## config.mk

```make
export PLATFORM = sky130hd
export DESIGN_NAME = pwm_multi_flat
export DESIGN_NICKNAME = d
export VERILOG_FILES = /design/src/rtl/pwm_multi_pkg.sv /design/src/rtl/pwm_multi_if.sv /design/src/rtl/pwm_multi_channel.sv /design/src/rtl/pwm_multi.sv /design/src/flat_wrapper.sv
export SDC_FILE = /design/constraint.sdc
export NUM_CORES = 1
export LEC_CHECK = 0
export ABC_AREA = 1
export CAP_MARGIN = 20
export CORE_MARGIN = 2
export CORE_UTILIZATION = 33
export DETAILED_ROUTE_END_ITERATION = 8
export PLACE_DENSITY = 0.49
export SYNTH_ARGS = -nofsm -noshare
export SYNTH_HDL_FRONTEND = slang
export SYNTH_SLANG_ARGS = --single-unit
```

## constraint.sdc

```tcl
create_clock -name clk -period 2.9 [get_ports clk]
set_input_delay 0.29 -clock clk [delete_from_list [all_inputs] [get_ports clk]]
set_output_delay 0.29 -clock clk [all_outputs]
set_load 0.01 [all_outputs]
```

## src/rtl/pwm_multi_pkg.sv

```systemverilog
// Shared types and constants for the multi-channel PWM generator.
package pwm_pkg;

  typedef enum logic {PWM_EDGE, PWM_CENTER} pwm_mode_t;

  localparam int PWM_DEFAULT_PERIOD = 1200;
  localparam int PWM_MIN_PERIOD     = 2;

endpackage

```

## src/rtl/pwm_multi_if.sv

```systemverilog
// Control/output bundle of pwm_multi. There is no valid/ready handshake: every
// *_load strobe is a single-cycle qualified write that is never back-pressured.
interface pwm_multi_if #(
  parameter int CHANNELS = 4,
  parameter int WIDTH    = 11
);
  logic [WIDTH-1:0]          period_in;
  logic                      period_load;
  logic                      center_in;
  logic [CHANNELS*WIDTH-1:0] duty_in;
  logic [CHANNELS-1:0]       duty_load;
  logic [CHANNELS-1:0]       pwm_out;
  logic                      period_start;

  modport master (
    output period_in, period_load, center_in, duty_in, duty_load,
    input  pwm_out, period_start
  );

  modport slave (
    input  period_in, period_load, center_in, duty_in, duty_load,
    output pwm_out, period_start
  );
endinterface

```

## src/rtl/pwm_multi_channel.sv

```systemverilog
// One PWM channel: double-buffered duty and the registered compare output.
module pwm_channel #(
  parameter int WIDTH = 11
) (
  input  logic             clk,
  input  logic             rst,
  input  logic [WIDTH-1:0] duty_i,
  input  logic             load_i,
  input  logic             boundary_i,
  input  logic [WIDTH-1:0] cnt_i,
  output logic             pwm_o
);

  logic [WIDTH-1:0] duty_sh_q, duty_sh_d;
  logic [WIDTH-1:0] duty_act_q, duty_act_d;
  logic             pwm_q, pwm_d;

  // Active copies the post-write shadow so a load in the boundary cycle lands now.
  always_comb begin
    duty_sh_d  = load_i ? duty_i : duty_sh_q;
    duty_act_d = boundary_i ? duty_sh_d : duty_act_q;
    pwm_d      = (cnt_i < duty_act_q);
  end

  always_ff @(posedge clk) begin
    if (rst) begin
      duty_sh_q  <= '0;
      duty_act_q <= '0;
      pwm_q      <= 1'b0;
    end else begin
      duty_sh_q  <= duty_sh_d;
      duty_act_q <= duty_act_d;
      pwm_q      <= pwm_d;
    end
  end

  assign pwm_o = pwm_q;

endmodule

```

## src/rtl/pwm_multi.sv

```systemverilog
// Multi-channel PWM: shared edge/center-aligned period counter with
// double-buffered period/mode, broadcasting cnt and boundary to the channels.
module pwm_multi
  import pwm_pkg::*;
#(
  parameter int CHANNELS       = 4,
  parameter int WIDTH          = 11,
  parameter int DEFAULT_PERIOD = PWM_DEFAULT_PERIOD
) (
  input  logic        clk,
  input  logic        rst,
  pwm_multi_if.slave  bus
);

  localparam logic [WIDTH-1:0] MIN_P = WIDTH'(PWM_MIN_PERIOD);
  localparam logic [WIDTH-1:0] DEF_P = WIDTH'(DEFAULT_PERIOD);

  logic [WIDTH-1:0] per_sh_q, per_sh_d;
  logic [WIDTH-1:0] per_act_q, per_act_d;
  pwm_mode_t        mode_sh_q, mode_sh_d;
  pwm_mode_t        mode_act_q, mode_act_d;
  logic [WIDTH-1:0] cnt_q, cnt_d;
  logic             dir_q, dir_d;
  logic             start_q, start_d;

  logic [WIDTH-1:0] pe;
  logic [WIDTH-1:0] pe_last;
  logic             at_top;
  logic             boundary;
  logic [CHANNELS-1:0] pwm_w;

  always_comb begin
    pe       = (per_act_q < MIN_P) ? MIN_P : per_act_q;
    pe_last  = pe - WIDTH'(1);
    at_top   = (cnt_q == pe_last);
    boundary = (mode_act_q == PWM_EDGE) ? at_top : ((cnt_q == '0) && dir_q);
  end

  // Shadow is written every cycle; active follows the post-write shadow at the boundary.
  always_comb begin
    per_sh_d   = bus.period_load ? bus.period_in : per_sh_q;
    mode_sh_d  = bus.period_load ? (bus.center_in ? PWM_CENTER : PWM_EDGE) : mode_sh_q;
    per_act_d  = boundary ? per_sh_d  : per_act_q;
    mode_act_d = boundary ? mode_sh_d : mode_act_q;
  end

  // Every boundary restarts at cnt=0 counting up, which also covers mode changes.
  // In center mode the top endpoint is held one extra cycle while dir flips.
  always_comb begin
    cnt_d = cnt_q;
    dir_d = dir_q;
    if (boundary) begin
      cnt_d = '0;
      dir_d = 1'b0;
    end else if (mode_act_q == PWM_EDGE) begin
      cnt_d = cnt_q + WIDTH'(1);
    end else if (!dir_q) begin
      if (at_top) begin
        dir_d = 1'b1;
      end else begin
        cnt_d = cnt_q + WIDTH'(1);
      end
    end else begin
      cnt_d = cnt_q - WIDTH'(1);
    end
    start_d = (cnt_q == '0) && !dir_q;
  end

  always_ff @(posedge clk) begin
    if (rst) begin
      per_sh_q   <= DEF_P;
      per_act_q  <= DEF_P;
      mode_sh_q  <= PWM_EDGE;
      mode_act_q <= PWM_EDGE;
      cnt_q      <= '0;
      dir_q      <= 1'b0;
      start_q    <= 1'b0;
    end else begin
      per_sh_q   <= per_sh_d;
      per_act_q  <= per_act_d;
      mode_sh_q  <= mode_sh_d;
      mode_act_q <= mode_act_d;
      cnt_q      <= cnt_d;
      dir_q      <= dir_d;
      start_q    <= start_d;
    end
  end

  for (genvar k = 0; k < CHANNELS; k++) begin : g_ch
    pwm_channel #(
      .WIDTH(WIDTH)
    ) u_ch (
      .clk       (clk),
      .rst       (rst),
      .duty_i    (bus.duty_in[k*WIDTH +: WIDTH]),
      .load_i    (bus.duty_load[k]),
      .boundary_i(boundary),
      .cnt_i     (cnt_q),
      .pwm_o     (pwm_w[k])
    );
  end

  assign bus.pwm_out      = pwm_w;
  assign bus.period_start = start_q;

endmodule

```

## src/flat_wrapper.sv

```systemverilog
// flat-port wrapper written by rule: the top's interface ports become plain ports
module pwm_multi_flat import pwm_pkg::*;
#(
  parameter int CHANNELS       = 4,
  parameter int WIDTH          = 11,
  parameter int DEFAULT_PERIOD = PWM_DEFAULT_PERIOD
)
  (clk, rst, bus_period_in, bus_period_load, bus_center_in, bus_duty_in, bus_duty_load, bus_pwm_out, bus_period_start);
  pwm_multi_if #(.CHANNELS(CHANNELS), .WIDTH(WIDTH)) bus_i ();
  input  logic clk;
  input  logic rst;
  input wire logic [$bits(bus_i.period_in)-1:0] bus_period_in;
  input wire logic [$bits(bus_i.period_load)-1:0] bus_period_load;
  input wire logic [$bits(bus_i.center_in)-1:0] bus_center_in;
  input wire logic [$bits(bus_i.duty_in)-1:0] bus_duty_in;
  input wire logic [$bits(bus_i.duty_load)-1:0] bus_duty_load;
  output wire logic [$bits(bus_i.pwm_out)-1:0] bus_pwm_out;
  output wire logic [$bits(bus_i.period_start)-1:0] bus_period_start;
  assign bus_i.period_in = bus_period_in;
  assign bus_i.period_load = bus_period_load;
  assign bus_i.center_in = bus_center_in;
  assign bus_i.duty_in = bus_duty_in;
  assign bus_i.duty_load = bus_duty_load;
  assign bus_pwm_out = bus_i.pwm_out;
  assign bus_period_start = bus_i.period_start;
  pwm_multi #(.CHANNELS(CHANNELS), .WIDTH(WIDTH), .DEFAULT_PERIOD(DEFAULT_PERIOD)) u_core (.clk(clk), .rst(rst), .bus(bus_i));
endmodule
```

==> qor.yml, run 1 <==
synth_edf_count: 0
relSlewSlack_pct: 52.7
gr-usage-met1_pct: 21.5
syn2layout_area_growth_pct: 24.1
grt_util_met2_pct: 26.4
cts_tree: "done"
pwr-share-clk_pct: 46.9
peakVddDrop_mv: 0.352
die_area_mm2: 0.0231
pre_cts_ws_ns: 0.0949
path_clk_slew_ns: 0.06
post-route-period-util_pct: 93.8
cts_htree_levels: 4
synth-xor-area-share_pct: 3.14
synth_most_common_cell: "nand2_1"
fp.coreArea_mm2: 0.0217
multi_input_area_mm2: 0.00368
synth_simple_gate_area_share_pct: 33.7
worst-path-max-fanout: 8
hold_violations: 0
ys_ff_latch: 129
fin_crit_ns: 2.72
nFillCells: 2355
die_y_um: 152
via_count: 6523
skew_ns: 0.00589
cp-start-kind: "flop"
cpPeakStageDelay_ns: 0.35
antenna_found_initial: 0
place_inst: 1450
track_usage_pct: 16.1
gp_congestion: 0.852
instances_no_fill: 1488
routed_wl_um: 19200
start_util_pct: 33.4
r2r_slack_ns: 0.18
r2r_cells: 17
worst_pin_slew_ns: 0.692
synth_ff_type: "dfxtp_1"
grt_pass1_wl_um: 30600
dr.pass1.iters: 6
crit_arrival_ns: 3.04
vias_per_cell: 4.38
syn-num-nets: 1225
grt_pass1_vias: 6142
hold_end: "u_core.per_sh_q[10]"
crit_buf_inv: 2
yosysTopAreaCell: "dfxtp_1"
drtIter0Drc: 357
path_class: "flop to flop"
avgRoutedWirePerCell_um: 12.9
p_switching_uw: 1050
drc: 0
postLayoutCellArea_mm2: 0.00899
fp-row-count: 54
fmax_mhz: 368
numCtsBuffers: 17
busiest_layer: "met2"
crit_required_ns: 3.22
antenna_left: 0
asyncSetResetFlopFracSynth_pct: 0
synthesis.area_mm2: 0.00724
grt_max_degree: 54
synth-compound-area-share_pct: 5.89
cp_slowest_cell: "dfxtp_1"
p_int_uw: 3250
crit_top_cell: "nand2_1"
avgSynthCellArea_um2: 6.48
p_comb_share_pct: 10.1
die_x_um: 152
power_density_mw_per_mm2: 478
yosysUniqueCellTypes: 34
outcome: "completed"
synth_area_leaders: "dfxtp_1 (36%), nand2_1 (23%), inv_1 (10%), ha_1 (7.6%), nand3_1 (2.8%)"
nNetsFinal: 1304
tns_ns: 0
hpwl_um: 13200
r2r_start: "u_core.per_act_q[1]"
placedInstanceArea_mm2: 0.00826
setup_ws_ns: 0.180
io_pins: 68
r2r-end: "u_core.g_ch[1].u_ch.duty_act_q[8]"
yosys.area.top_type_share_pct: 35.7
synth_top_family_by_area: "simple AND/OR/NAND/NOR gates"
drive_gt1_share_pct: 7.70
clockBufferDepth: 2
cts.sinks: 129
cts_root_buf: "clkbuf_16"
ys_warn_count: 0
register_area_mm2: 0.00258
insertion_delay_ns: 0.42
worstHoldStart: "u_core.per_sh_q[10]"
synthMuxAreaShare_pct: 0
finalPower_uw: 4300
crit_path_end_kind: "flop"
setup-violations-final: 0
path_cells: "nor2_2, nand3_2, o21bai_1, ha_2, nand2_1, o21ai_2, o21ai_1, nand2_1, and2_4, nand2_1, nor2_2, nand3_2, nand3_4, clkbuf_16, nand2_1, nand2_1, inv_1"
syn_inst: 1118
drv_slew: 0
num_antenna_cells: 0
hold_class: "flop to flop"
grt_overflow_total: 0
synth_seq_area_share_pct: 35.7
critical-path-top-delay-family: "simple AND/OR/NAND/NOR gates"
p_seq_share_pct: 43.0
maxCapViolCount: 0
p_leak_uw: 0.00502
worstHoldPathCells: 2
synth_common_cells: "nand2_1 (446), inv_1 (198), dfxtp_1 (129)"
port_buffers: 67
synthAdderAreaFrac_pct: 7.60
grtUsageMet3_pct: 4.21
switching_share_pct: 24.4
[tightest hold or removal path, stage by stage (launching register included)]
cell and delay [ns]:
dfxtp_1 0.31, nand2_1 0.05, nand3_1 0.07
[layout make-up]
cell class	count	share of cell area (%)
clock buffer	21	5.12
clock inverter	9	0.961
inverter	202	8.44
multi-input combinational	743	41.0
sequential	129	28.7
tap	280	3.90
timing repair buffer	104	11.9
[power groups by stage]
stage          clock network, µW  registers (µW)  logic (µW)
4_1_cts                     2070            1850         411
3_5_place_dp                   0            1890         409
6_report                    2020            1850         432
3_3_place_gp                   0            1890         408
2_1_floorplan                  0            1880         252
5_1_grt                     2160            1850         493
[repair_timing]
action / CTS / global route
hold buffers: 0 / 0
setup buffers: 0 / 2
gates resized for setup: 0 / 14
endpoints found under the setup margin: 0 / 67
[logic make-up (layout without fill, tap and decap cells)]
| family | count (synthesis) | count (layout) |
|---|---|---|
| xor gates and xnor gates | 26 | 26 |
| buffers and inverters | 246 | 336 |
| and+or+nand+nor | 596 | 596 |
| AOI/OAI and AO/OA | 77 | 77 |
| adders and majority gates | 44 | 44 |
| DFF | 129 | 129 |
[placed cells by master (no fill, tap or decap), types with 2 or more instances in the layout]
cell / synthesis / layout
a2111oi_0: 5 / 5
a21oi_1: 35 / 35
buf_12: 0 / 4
buf_4: 4 / 27
buf_6: 8 / 2
clkbuf_1: 25 / 2
clkbuf_16: 0 / 20
clkbuf_8: 0 / 2
clkdlybuf4s50_1: 0 / 67
clkinv_2: 0 / 3
clkinv_4: 0 / 3
clkinvlp_4: 0 / 2
dfxtp_1: 129 / 129
ha_1: 44 / 43
inv_1: 198 / 198
inv_2: 3 / 3
nand2_1: 446 / 445
nand2_2: 3 / 4
nand3_1: 40 / 39
nand3_2: 2 / 2
nand4_1: 26 / 26
nor2_1: 52 / 50
nor2_2: 9 / 10
nor2_4: 1 / 2
nor3_1: 12 / 12
o211ai_1: 4 / 4
o21ai_0: 26 / 26
o21ai_2: 1 / 2
o21bai_1: 2 / 2
xnor2_1: 5 / 5
xor2_1: 21 / 20
[registers in the layout, indices dropped and copies added (netlist names)]
name,flops
u_core.per_sh_q,11
u_core.cnt_q,11
u_core.mode_sh_q,1
u_core.mode_act_q,1
u_core.per_act_q,11
u_core.bus.period_start,1
u_core.g_ch.u_ch.duty_sh_q,44
u_core.g_ch.u_ch.duty_act_q,44
u_core.dir_q,1
u_core.g_ch.u_ch.pwm_o,4
[metal layers]
layer	vias up	part of all wire, %
li1	3550	-
met1	2841	49
met2	118	45
met3	14	4.3
met4	0	1.0
met5	-	0
[stage by stage]
stage / utilization, % / hold slack [ns]
4_1_cts: 40.6 / 0.462
5_1_grt: 41.4 / 0.473
2_1_floorplan: - / 0.381
3_3_place_gp: 38.1 / 0.446
3_5_place_dp: 38.1 / 0.446
6_report: 41.4 / 0.457
[worst max path at each step]
stage,start,endpoint,slack (ns),depth (start not counted)
floorplan,u_core.per_act_q[3],u_core.g_ch[2].u_ch.duty_act_q[3],0.42,19
global placement,u_core.per_act_q[1],u_core.per_act_q[8],0.15,17
detailed placement,u_core.per_act_q[1],u_core.g_ch[0].u_ch.duty_act_q[7],0.09,17
CTS,u_core.per_act_q[1],u_core.per_act_q[8],0.07,17
global route,u_core.per_act_q[1],u_core.g_ch[3].u_ch.duty_act_q[1],-0.02,19
finish,u_core.per_act_q[1],u_core.g_ch[1].u_ch.duty_act_q[8],0.18,17
Power figures use the tool's default switching activity.
==> inputs of run 2 (changes only) <==
--- a/config.mk
+++ b/config.mk
@@ -9,6 +9,7 @@
 export CAP_MARGIN = 20
 export CORE_MARGIN = 2
 export CORE_UTILIZATION = 33
+export CTS_BUF_LIST = sky130_fd_sc_hd__clkbuf_4 sky130_fd_sc_hd__clkbuf_8
 export DETAILED_ROUTE_END_ITERATION = 8
 export PLACE_DENSITY = 0.49
 export SYNTH_ARGS = -nofsm -noshare
==> run 2 against run 1 <==
Combinational power about the same. Critical path depth grew 1. First-iteration DRC count increased by 8.1%. Sequential share of layout area grew 0.59 points. Largest cell class unchanged. Design area is 2.0% lower. Wire length rose by 0.40%. Maximum frequency shrank 0.71%. Via count up 1.2%. Die area stayed put. Utilization decreased by 0.82 points. Count of clock-buffer cells in the layout unchanged.
==> qor.yml, run 2 (same netlist as run 1, synthesis figures left out) <==
outcome: "completed"  # unchanged
finalPower_uw: 3740  # was 4300 µW
relSlewSlack_pct: 48.0  # was 52.7%
p_int_uw: 2760  # was 3250 µW
grt_overflow_total: 0  # unchanged
cts_tree: "done"  # unchanged
die_x_um: 152  # unchanged
largest_registers: "u_core.g_ch.u_ch.duty_act_q x44, u_core.g_ch.u_ch.duty_sh_q x44"  # unchanged
place_inst: 1450  # unchanged
critical-path-top-delay-family: "simple AND/OR/NAND/NOR gates"  # unchanged
fp.coreArea_mm2: 0.0217  # unchanged
fin_crit_ns: 2.74  # was 2.72 ns
crit_path_end_kind: "flop"  # unchanged
r2r_slack_ns: 0.16  # was 0.18 ns
pwr-share-clk_pct: 39.1  # was 46.9%
r2r-end: "u_core.g_ch[0].u_ch.duty_act_q[10]"  # was u_core.g_ch[1].u_ch.duty_act_q[8]
worstHoldStart: "bus_period_in[1]"  # was u_core.per_sh_q[10]
crit_arrival_ns: 3.09  # was 3.04 ns
final_cell_mix: "nand2_1 (445), inv_1 (198), dfxtp_1 (128)"  # was nand2_1 (445), inv_1 (198), dfxtp_1 (129)
grt_pass1_wl_um: 30500  # was 30600 µm
syn2layout_area_growth_pct: 21.6  # was 24.1%
grt_pass1_vias: 6144  # was 6142
hold_violations: 0  # unchanged
post-route-period-util_pct: 94.4  # was 93.8%
placedInstanceArea_mm2: 0.00826  # unchanged
drtIter0Drc: 386  # was 357
cts_htree_levels: 4  # unchanged
vias_per_cell: 4.43  # was 4.38
postLayoutCellArea_mm2: 0.00881  # was 0.00899 mm²
via_count: 6599  # was 6523
worst_pin_slew_ns: 0.761  # was 0.692 ns
fmax_mhz: 365  # was 368 MHz
final_common_cell: "nand2_1"  # unchanged
path_class: "flop to flop"  # unchanged
cp_slowest_cell: "dfxtp_2"  # was dfxtp_1
p_leak_uw: 0.00494  # was 0.00502 µW
hpwl_um: 13200  # unchanged
crit_buf_inv: 3  # was 2
setup-violations-final: 0  # unchanged
numCtsBuffers: 17  # unchanged
cts.sinks: 129  # unchanged
hold_end: "u_core.per_sh_q[1]"  # was u_core.per_sh_q[10]
grt_max_degree: 54  # unchanged
crit_top_cell: "nand2_1"  # unchanged
skew_ns: 0.0125  # was 0.00589 ns
port_buffers: 67  # unchanged
power_density_mw_per_mm2: 425  # was 478 mW/mm²
routed_wl_um: 19300  # was 19200 µm
r2r_cells: 18  # was 17
die_area_mm2: 0.0231  # unchanged
path_clk_slew_ns: 0.08  # was 0.06 ns
antenna_found_initial: 0  # unchanged
worst-path-max-fanout: 13  # was 8
p_seq_share_pct: 49.3  # was 43.0%
drv_slew: 0  # unchanged
peakVddDrop_mv: 0.259  # was 0.352 mV
fin_util_pct: 40.6  # was 41.4%
crit_required_ns: 3.25  # was 3.22 ns
instances_no_fill: 1488  # unchanged
clockBufferDepth: 2  # unchanged
drive_gt1_share_pct: 8.03  # was 7.70%
worstHoldPathCells: 3  # was 2
num_antenna_cells: 0  # unchanged
insertion_delay_ns: 0.45  # was 0.42 ns
tns_ns: 0  # unchanged
gp_congestion: 0.852  # unchanged
path_cells: "nor2_2, nand3_2, o21bai_1, ha_2, nand2_1, nand2_1, a21oi_1, inv_1, nand2_1, a21oi_1, nand2_1, nor2_2, nand3_2, nand3_4, buf_8, nand2_1, nand2_1, inv_1"  # was nor2_2, nand3_2, o21bai_1, ha_2, nand2_1, o21ai_2, o21ai_1, nand2_1, and2_4, nand2_1, nor2_2, nand3_2, nand3_4, clkbuf_16, nand2_1, nand2_1, inv_1
track_usage_pct: 16.1  # about the same
maxCapViolCount: 0  # unchanged
antenna_left: 0  # unchanged
p_switching_uw: 981  # was 1050 µW
io_pins: 68  # unchanged
drc: 0  # unchanged
switching_share_pct: 26.2  # was 24.4%
avgRoutedWirePerCell_um: 13.0  # was 12.9 µm
start_util_pct: 33.4  # unchanged
p_comb_share_pct: 11.6  # was 10.1%
nNetsFinal: 1304  # unchanged
die_y_um: 152  # unchanged
hold_buffers: 0  # unchanged
cpPeakStageDelay_ns: 0.35  # about the same
dr.pass1.iters: 5  # was 6
fp-row-count: 54  # unchanged
cp-start-kind: "flop"  # unchanged
cts_root_buf: "clkbuf_8"  # was clkbuf_16
hold_class: "primary input to flop"  # was flop to flop
r2r_start: "u_core.per_act_q[1]"  # unchanged
[run 2: what timing repair did]
action,CTS,global route
setup endpoints to repair,0,67
resized for setup,0,16
setup buffers,0,2
endpoints found under the hold margin,0,0
[run 2: how the worst max path moves through the flow]
stage / end / depth (start not counted) / start / slack (ns)
after floorplan: u_core.g_ch[2].u_ch.duty_act_q[3] / 19 / u_core.per_act_q[3] / 0.42
after global placement: u_core.per_act_q[8] / 17 / u_core.per_act_q[1] / 0.15
after detailed placement: u_core.g_ch[0].u_ch.duty_act_q[7] / 17 / u_core.per_act_q[1] / 0.09
after CTS: u_core.per_act_q[8] / 17 / u_core.per_act_q[1] / 0.06
after global routing: u_core.g_ch[3].u_ch.duty_act_q[1] / 19 / u_core.per_act_q[1] / -0.04
final: u_core.g_ch[0].u_ch.duty_act_q[10] / 18 / u_core.per_act_q[1] / 0.16
[run 2: worst reg2reg max path: stages (launching register included)]
cell and delay, ns:
dfxtp_2 0.35, nor2_2 0.17, nand3_2 0.12, o21bai_1 0.21, ha_2 0.30, nand2_1 0.10
nand2_1 0.10, a21oi_1 0.08, inv_1 0.06, nand2_1 0.07, a21oi_1 0.15, nand2_1 0.08
nor2_2 0.14, nand3_2 0.11, nand3_4 0.22, buf_8 0.22, nand2_1 0.07, nand2_1 0.06
inv_1 0.03
[run 2: cell type report]
type,count,area [µm²]
clock buffers,21,277
clock inverters,9,86.3
fillers,2380,12900
inverters,202,758
multi-input cells,743,3690
flip-flops and latches,129,2580
well taps,280,350
repair buffers,104,1070
[run 2: power by group through the flow]
stage / registers, µW / clock network, µW / logic [µW]
2_1_floorplan: 1880 / 0 / 252
3_3_place_gp: 1890 / 0 / 408
3_5_place_dp: 1890 / 0 / 409
4_1_cts: 1840 / 1520 / 411
5_1_grt: 1850 / 1610 / 493
6_report: 1850 / 1470 / 433
[run 2: through the flow]
step	setup slack, ns	hold WS, ns
detailed placement	0.0949	0.446
CTS	0.0636	0.428
global placement	0.154	0.446
global route	-0.0393	0.432
finish	0.161	0.445
floorplan	0.422	0.381
[run 2: metal layers]
metal | share of wire [%] | up-vias | track usage (%)
li1 | - | 3548 | -
met1 | 50 | 2904 | 21.3
met2 | 45 | 129 | 26.4
met3 | 3.4 | 18 | 3.90
met4 | 1.1 | 0 | 4.09
met5 | 0 | - | 0
==> inputs of run 3 (changes only) <==
--- a/config.mk
+++ b/config.mk
@@ -10,6 +10,7 @@
 export CORE_MARGIN = 2
 export CORE_UTILIZATION = 33
 export CTS_BUF_LIST = sky130_fd_sc_hd__clkbuf_4 sky130_fd_sc_hd__clkbuf_8
+export CTS_CLUSTER_SIZE = 28
 export DETAILED_ROUTE_END_ITERATION = 8
 export PLACE_DENSITY = 0.49
 export SYNTH_ARGS = -nofsm -noshare
==> results of run 3 <==
Same layout as run 2: the final DEF is identical, and so are final timing and power.
